File: src/rtl/adder_mult_seq.sv
// adder_mult_seq: 32x32->64 shift-add multiplier time-sharing one external 32-bit adder.
// Optional early exit on exhausted multiplier bits: define MULT_EARLY_EXIT_EN.
module adder_mult_seq (
  input  logic        clk,
  input  logic        rst_n,
  input  logic        in_valid,
  output logic        in_ready,
  input  logic [31:0] mcand,
  input  logic [31:0] mplier,
  output logic [31:0] add_a,
  output logic [31:0] add_b,
  output logic        add_cin,
  input  logic [31:0] add_sum,
  input  logic        add_cout,
  output logic        out_valid,
  input  logic        out_ready,
  output logic [63:0] product
);
  typedef enum logic [1:0] {IDLE, RUN, DONE} state_t;
  state_t      state;
  logic [31:0] hi, lo, mc;
  logic [4:0]  cnt;
  logic        skip;
  logic [63:0] nxt;
`ifdef MULT_EARLY_EXIT_EN
  // Remaining multiplier bits all zero: the rest of the work is a pure right shift.
  assign skip = state == RUN && (lo & (32'hFFFF_FFFF >> cnt)) == 32'd0;
  assign nxt  = skip ? {hi, lo} >> (6'd32 - {1'b0, cnt}) : {add_cout, add_sum, lo[31:1]};
`else
  assign skip = 1'b0;
  assign nxt  = {add_cout, add_sum, lo[31:1]};
`endif
  assign in_ready  = state == IDLE;
  assign out_valid = state == DONE;
  assign product   = {hi, lo};
  assign add_cin   = 1'b0;
  // Adder inputs are quiet whenever no add is being performed.
  assign add_a = (state == RUN && !skip) ? hi : 32'd0;
  assign add_b = (state == RUN && !skip && lo[0]) ? mc : 32'd0;
  // Control FSM and datapath registers; the carry out becomes the new top bit each step.
  always_ff @(posedge clk or negedge rst_n) begin
    if (!rst_n) begin
      state <= IDLE;
      hi    <= 32'd0;
      lo    <= 32'd0;
      mc    <= 32'd0;
      cnt   <= 5'd0;
    end else begin
      case (state)
        IDLE: if (in_valid) begin
          mc    <= mcand;
          hi    <= 32'd0;
          lo    <= mplier;
          cnt   <= 5'd0;
          state <= RUN;
        end
        RUN: begin
          {hi, lo} <= nxt;
          cnt      <= cnt + 5'd1;
          if (skip || cnt == 5'd31) state <= DONE;
        end
        DONE: if (out_ready) state <= IDLE;
        default: state <= IDLE;
      endcase
    end
  end
endmodule
File: config.mk
export PLATFORM = sky130hd
export DESIGN_NAME = adder_mult_seq
export DESIGN_NICKNAME = d
export VERILOG_FILES = /design/src/rtl/adder_mult_seq.sv
export SDC_FILE = /design/constraint.sdc
export NUM_CORES = 1
export LEC_CHECK = 0
export ABC_CLOCK_PERIOD_IN_PS = 2540
export CORE_MARGIN = 3
export CORE_UTILIZATION = 44
export DETAILED_ROUTE_END_ITERATION = 16
export GPL_TIMING_DRIVEN = 0
export PLACE_DENSITY_LB_ADDON = 0.2
export SYNTH_ARGS = -nofsm -noshare
export SYNTH_HDL_FRONTEND = slang
export SYNTH_SLANG_ARGS = --single-unit
File: constraint.sdc
create_clock -name clk -period 2.54 [get_ports clk]
set_clock_uncertainty 0.15 [all_clocks]
set_input_delay 0.254 -clock clk [delete_from_list [all_inputs] [get_ports clk]]
set_output_delay 0.254 -clock clk [all_outputs]
set_load 0.005 [all_outputs]
; Yosys cells after proc, flatten, opt, wreduce, memory -nomap -nowiden
; Cells that the tools add are included.
[totals]
register_bits = 103
latch_bits = 0
ram_bits = 0
mem_bits_ro = 0
input_bits = 101
n_memories = 0
[op_classes]
n_addsub = 1
multipliers = 0
div = 0
n_lt_le_gt_ge = 0
n_eq_ne = 6
shift = 0
n_mux = 12
n_bitwise = 0
reduce_logical = 6
[op_table]
columns = cell, n
row1 = 32-bit 2-to-1 mux, 4
row2 = 32-bit one-hot mux with 2 select lines, 2
row3 = 5-bit one-hot mux with 2 select lines, 1
row4 = 2-bit 2-to-1 mux, 3
row5 = 2-bit one-hot mux with 3 select lines, 1
row6 = 5-bit by 1-bit adder with 5-bit output (second input constant), 1
row7 = 5-bit equality test (second input constant), 1
row8 = 5-bit 2-to-1 mux, 1
row9 = 2-bit by 1-bit != test with 1-bit output (second input constant), 2
row10 = 2-bit AND reduction, 2
row11 = 3-bit AND reduction, 1
row12 = 2-bit by 1-bit equality test with 1-bit output (second input constant), 1
row13 = 2-bit equality test (second input constant), 1
row14 = 2-bit logical NOT, 1
row15 = 2-bit != test (second input constant), 1
row16 = 2-bit nonzero test, 1
row17 = 1-bit logical AND, 1

; Longest topological paths before layout
; Gate-level depths: netlist of run 1.
[depth]
word_depth = 3
ltp_mapped = 6
mapped_depth_nobuf = 5

; Least setup slack after synthesis of run 1
; Ideal clock, no wire load.
[synth_path]
path_type = flip-flop to flip-flop
startpoint = reg state[0]
endpoint = reg mc[10]
setup_time_ns = 0.128
arrival_time_ns = 1.375
setup_slack_ns = 0.887
path_stages_with_launch = 6
path_cell_list = dfrtp_1 nor2b_2 and2b_1 buf_6 buf_4 mux2_1
[synth_via]
elab_chain_cells = 2
[synth_rtl]
columns = element, line_no
row1 = start: declaration, 20  ; state_t state;
row2 = start signal: assignment, 43  ; state <= IDLE;
row3 = start signal: assignment, 55  ; state <= RUN;
row4 = start signal: assignment, 60  ; if (skip || cnt == 5'd31) state <= DONE;
row5 = 2-bit logical NOT, 49  ; case (state)
row6 = 2-bit AND reduction (no source line), n/a
row7 = end signal: assignment, 51  ; mc <= mcand;
row8 = end: declaration, 21  ; logic [31:0] hi, lo, mc;
; Every way passes these cells.
; A chain may end at the register's enable or synchronous reset.

; Worst setup path in the final report of run 1
[layout_path]
startpoint = reg state[0]
endpoint = out add_a[30]
[layout_via]
elab_chain_cells = 2
[layout_rtl]
columns = element, line_no
row1 = 2-bit by 1-bit equality test with 1-bit output, 38  ; assign add_a = (state == RUN && !skip) ? hi : 32'd0;
row2 = 32-bit 2-to-1 mux, 38
row3 = end: declaration, 10  ; output logic [31:0] add_a,
; Every way passes these cells.

==> results of run 1 <==
[cell usage in the layout (no fill, tap or decap), types with 2 or more instances in the layout]
cell type        netlist  layout
clkbuf_4               0       2
o21ai_0               61      61
clkbuf_2               0       4
nand2_1              102     102
o21ai_1                6       6
dfrtp_1              103     102
clkbuf_1              22      16
buf_4                  4       6
nor2b_1                2       2
mux2_1                25      25
and2_1                32      32
mux2_2                 7       7
buf_1                  2       2
clkdlybuf4s50_1        0     229
nand2b_1               2       2
o21bai_1               2       2
ha_1                   2       2
a22o_1                 2       2
and3_1                33      33
nand3_1                2       2
buf_2                 11      10
a22oi_1               31      31
clkbuf_8               0      12
clkinvlp_4             0       2
[report_power, final]
group | switching [mW] | total [mW] | internal (mW)
registers | 0.486 | 2.83 | 2.34
logic | 1.46 | 3.75 | 2.29
clock network | 0.558 | 0.995 | 0.437
[stage by stage]
| stage | setup TNS (ns) | hold slack [ns] | total power [mW] |
|---|---|---|---|
| after CTS | 0 | 0.239 | 7.64 |
| after floorplan | 0 | -0.192 | 4.31 |
| after global placement | -282.01 | 0.309 | 6.47 |
| final | 0 | 0.240 | 7.57 |
| after global routing | 0 | 0.270 | 8.13 |
| after detailed placement | 0 | 0.105 | 6.62 |
[final timing paths]
path,slack [ns],end
worst min register to register,0.33,mc[30]
worst min-delay path,0.24,lo[6]
worst max-delay path,0.10,add_a[30]
worst max register to register,0.62,mc[21]
max in group asynchronous,1.30,lo[28]
min in group clk,0.28,hi[4]
[cells by family (layout without fill, tap and decap cells)]
| group | after synthesis | in the layout |
|---|---|---|
| other | 1 | 1 |
| buffers and inverters | 41 | 289 |
| multiplexers | 33 | 33 |
| AND/OR/NAND/NOR | 177 | 177 |
| flip-flops | 103 | 103 |
| adder cells (fa/ha/maj) | 2 | 2 |
| AO/OA/AOI/OAI | 104 | 104 |
[worst max-delay path, cell delays in order (launching register included)]
cell and delay (ns):
dfrtp_2 0.41, nor2b_1 0.13, buf_4 0.19, clkbuf_4 0.23, and2_1 0.14, clkdlybuf4s50_1 0.57
[area by class of cell]
cell class	count	share of cell area
Buffer	40	0.0274
Tap cell	133	0.0226
Clock buffer	12	0.0225
Multi-Input combinational cell	317	0.254
Timing Repair Buffer	232	0.318
Clock inverter	4	0.00392
Inverter	1	0.000511
Sequential cell	103	0.351
[registers in the layout (all words and copies together) (netlist names)]
name and flops:
state 2, lo 32, cnt 5, mc 32, hi 32
[repair_timing]
item | 4_1_cts | 5_1_grt
hold buffers | 1 | 0
endpoints found under the hold margin | 37 | 0
resized for setup | 7 | 5
endpoints found under the setup margin | 62 | 43
gates cloned | 0 | 0
[routing by layer]
| metal | vias to the layer above | routed length [um] |
|---|---|---|
| li1 | 2056 | - |
| met3 | 17 | 1090 |
| met5 | - | 0 |
| met4 | 0 | 278 |
| met2 | 168 | 6860 |
| met1 | 2063 | 5860 |
==> results.toml, run 1 <==
[global_routing]
grt_pass1_vias = 4353
grt_first_pass_wirelength_um = 22200
busiest_layer = "met2"
antenna_found_initial = 0
overflow = 0
gr-usage-met2 = 0.411
grtUsageTotal = 0.242
met1_usage = 0.305
grtUsageMet3 = 0.0580
grt_max_degree = 67

[place]
gp_congestion = 0.792
dp_hpwl_um = 10900
dp.cells = 825
place_area_sq_um = 7130
port_buffers = 230
post-place-ws_ns = 0.154

[setup_path]
cp-startpoint = "state[0]"
ff2ff_path_depth = 5
cp-start-kind = "flip-flop"
cp_max_fo = 10
worstPathRequired_ns = 2.14
crit_type = "reg2out"
arrival_ns = 2.04
r2r_start = "state[0]"
crit_path_end_kind = "output pin"

[min_path]
hold_path.class = "in2async"

[sta]
timing.final.ws_setup_ns = 0.100
finalHoldViolCount = 0
setup_violations = 0
slew_headroom = 0.584
min_period_over_period = 0.961
final_max_slew_viol_count = 0
worstMarginPinSlew_ns = 0.622
final.min_clock_period_ns = 2.44
fmax_ghz = 0.410
grt_setup_unrepaired = "false"

[detailed_routing]
drtIter0Drc = 196
dr.pass1.iters = 4
wl_per_cell_um = 16.7
drc = 0
wirelength_um = 14100
num_vias = 4304
viasPerCell = 5.11
ant_nets = 0

[clock_network]
clk_latency_ns = 0.36
root_buffer = "clkbuf_8"
cts_buffers = 9
cts_sinks = 103
h-tree-depth = 3
clockBufferDepth = 2
clk_transition_reported_paths_ns = 0.10
postCtsSetupBuffers = 0
cts_tree = "done"

[synthesis]
synthSimpleGateAreaFrac = 0.184
yosys_most_used_dff = "dfrtp_1"
synth_compound_area_frac = 0.133
synthCells = 461
synth_area_leaders = "dfrtp_1, nand2_1, o21ai_0"
yosys-mux-area-fraction = 0.0799
synthAdderAreaFrac = 0.00540
synth_top_family_by_area = "simple AND/OR/NAND/NOR gates"
synth.most_common_cell = "dfrtp_1"
yosysSeqAreaShare = 0.556
synth_area_sq_um = 4630
avgSynthCellArea_sq_um = 10.1
synth_edf_count = 0
ys_ff_latch = 103
yosys.area.top_type = "dfrtp_1"
ys_warn_count = 0
synth_common_cells = "dfrtp_1, nand2_1, o21ai_0"
synth_fp_nets = 564
post_synth_num_cell_types = 29
synth-xor-area-share = 0
synth_top_area_frac = 0.556
ys_async_sr_fraction = 1.00

[cells_and_area]
seq_area_sq_um = 2580
num_antenna_cells = 0
stdcell_area_sq_um = 7350
fin_cells = 842
multi_input_area_sq_um = 1870
final_util = 0.735
drive_gt1_frac = 0.0691
final_nets = 807
area_delta_synth_final_pct = 58.6
fillers = 768

[die]
coreArea_sq_um = 10000
fp-row-count = 36
fp.dieW_um = 109
initial_core_util = 0.463
die_y_um = 109
dieArea_sq_um = 11800
ios = 232

[power]
total_leakage_power_nw = 3.14
powerDensity_nw_per_um2 = 1030
peakVddDrop_mv = 0.476

[flow_run]
cap_violations = 0

[outcome]
status = "complete, no violations"
(Power assumes the default switching activity.)
==> inputs of run 2 (changes only) <==
GPL_ROUTABILITY_DRIVEN = 0   (was default)
MAX_ROUTING_LAYER = met4   (was default)
SETUP_SLACK_MARGIN = 0.5   (was default)
==> results.toml, run 2 (synthesized netlist as in run 1, its figures left out) <==
[cells_and_area]
seq_area_sq_um = 2580
fin_cells = 868
drive_gt1_frac = 0.212
top_regs = "hi x32, lo x32, mc x32"
multi_input_area_sq_um = 1970
mostFrequentLayoutCells = "clkdlybuf4s50_1, dfrtp_1, nand2_1"
final_nets = 833
final_common_cell = "clkdlybuf4s50_1"
stdcell_area_sq_um = 7620
area_delta_synth_final_pct = 64.5
fillers = 739
num_antenna_cells = 0

[setup_path]
critPathSlowestCell = "dfrtp_1"
crit_path_end_kind = "output pin"
arrival_ns = 1.73
cp_max_fo = 8
r2r_end = "mc[20]"
r2r_slack_ns = 0.57
cp-start-kind = "flip-flop"
endpoint = "add_b[9]"
crit_chain = "nor2b_4, buf_6, buf_6, buf_6, buf_8, buf_6, and3_4, buf_6"
ff2ff_path_depth = 7
r2r_start = "state[0]"
worstPathRequired_ns = 2.14
cp-startpoint = "state[0]"
cpPeakStageDelay_ns = 0.39
crit_top_cell = "buf_6"
crit_type = "reg2out"

[flow_run]
cap_violations = 0

[die]
ios = 232
die_y_um = 109
initial_core_util = 0.463
fp.dieW_um = 109
dieArea_sq_um = 11800
coreArea_sq_um = 10000
fp-row-count = 36

[min_path]
hold_path.class = "in2async"

[global_routing]
grt_pass1_vias = 4556
grtUsageTotal = 0.264
antenna_found_initial = 0
grt_first_pass_wirelength_um = 23400
overflow = 0
grt_max_degree = 67

[clock_network]
cts_buffers = 9
clockBufferDepth = 2
root_buffer = "clkbuf_8"
clk_transition_reported_paths_ns = 0.10
clk_latency_ns = 0.37
cts_sinks = 103
h-tree-depth = 3
cts_tree = "done"

[detailed_routing]
wl_per_cell_um = 17.5
dr.pass1.iters = 5
num_vias = 4493
wirelength_um = 15200
ant_nets = 0
drc = 0
drtIter0Drc = 249
viasPerCell = 5.18

[power]
powerDensity_nw_per_um2 = 1050
seq_power_share = 0.357
total_leakage_power_nw = 3.44
clkPwrFrac = 0.126
p_int_mw = 5.26
combPwrFrac = 0.517
power_switching_mw = 2.72
peakVddDrop_mv = 0.471
switching_share = 0.341

[sta]
whs_ns = 0.237
grt_setup_unrepaired = "true"
timing.final.ws_setup_ns = 0.405
finalHoldViolCount = 0
min_period_over_period = 0.841
slew_headroom = 0.649
setup_violations = 0
final.min_clock_period_ns = 2.14
worstMarginPinSlew_ns = 0.526
final_max_slew_viol_count = 0
fmax_ghz = 0.468

[place]
dp_hpwl_um = 10900
port_buffers = 230
post-place-ws_ns = 0.154
dp.cells = 825
place_area_sq_um = 7130

[outcome]
status = "complete, no violations"
==> run 2: final cells by class <==
type                    count  area share
plain buffers              40      0.0389
flip-flops and latches    103       0.338
clock inverters             4     0.00377
multi-input cells         317       0.258
clock buffers              12      0.0217
well taps                 133      0.0218
repair buffers            258       0.317
inverters                   1    0.000492
==> run 2: power groups by stage <==
stage / registers (mW) / clock network (mW) / logic (mW)
3_5_place_dp: 2.85 / 0 / 3.77
3_3_place_gp: 2.81 / 0 / 3.67
4_1_cts: 2.82 / 1.02 / 3.89
5_1_grt: 2.94 / 1.08 / 4.50
6_report: 2.85 / 1.00 / 4.12
2_1_floorplan: 2.76 / 0 / 1.55
==> run 2: worst max-delay path, delay by kind of cell, from the launching register on <==
family / cells / cell delay [ns]
buf+inv: 6 / 0.66
flops: 1 / 0.39
simple gates: 2 / 0.31
==> run 2: how the worst min path moves through the flow <==
stage | startpoint | endpoint | slack, ns
final | rst_n | lo[6] | 0.24
after global routing | rst_n | lo[6] | 0.26
after CTS | rst_n | lo[6] | 0.24
after detailed placement | rst_n | lo[6] | 0.11
after global placement | mc[23] | mc[23] | 0.31
after floorplan | rst_n | cnt[0] | -0.19
==> run 2: what timing repair did <==
action,4_1_cts,5_1_grt
resized for setup,209,105
setup buffers,16,4
hold buffers,1,0
cloned,6,0
hold endpoints to repair,37,0
setup endpoints to repair,66,96
pin swaps,1,0
==> run 2: metal layers <==
| layer | vias to the layer above | part of all wire | GRT usage |
|---|---|---|---|
| li1 | 2112 | - | - |
| met1 | 2169 | 0.40 | 0.321 |
| met2 | 190 | 0.50 | 0.435 |
| met3 | 22 | 0.077 | 0.0557 |
| met4 | 0 | 0.021 | 0.0992 |
| met5 | - | 0 | - |
==> run 2: metrics by stage <==
step           utilization  total power, mW  TNS, ns
6_report             0.763             7.97        0
5_1_grt              0.763             8.52        0
4_1_cts              0.751             7.73        0
3_5_place_dp         0.713             6.62        0
3_3_place_gp         0.710             6.47  -282.01
2_1_floorplan            -             4.31        0
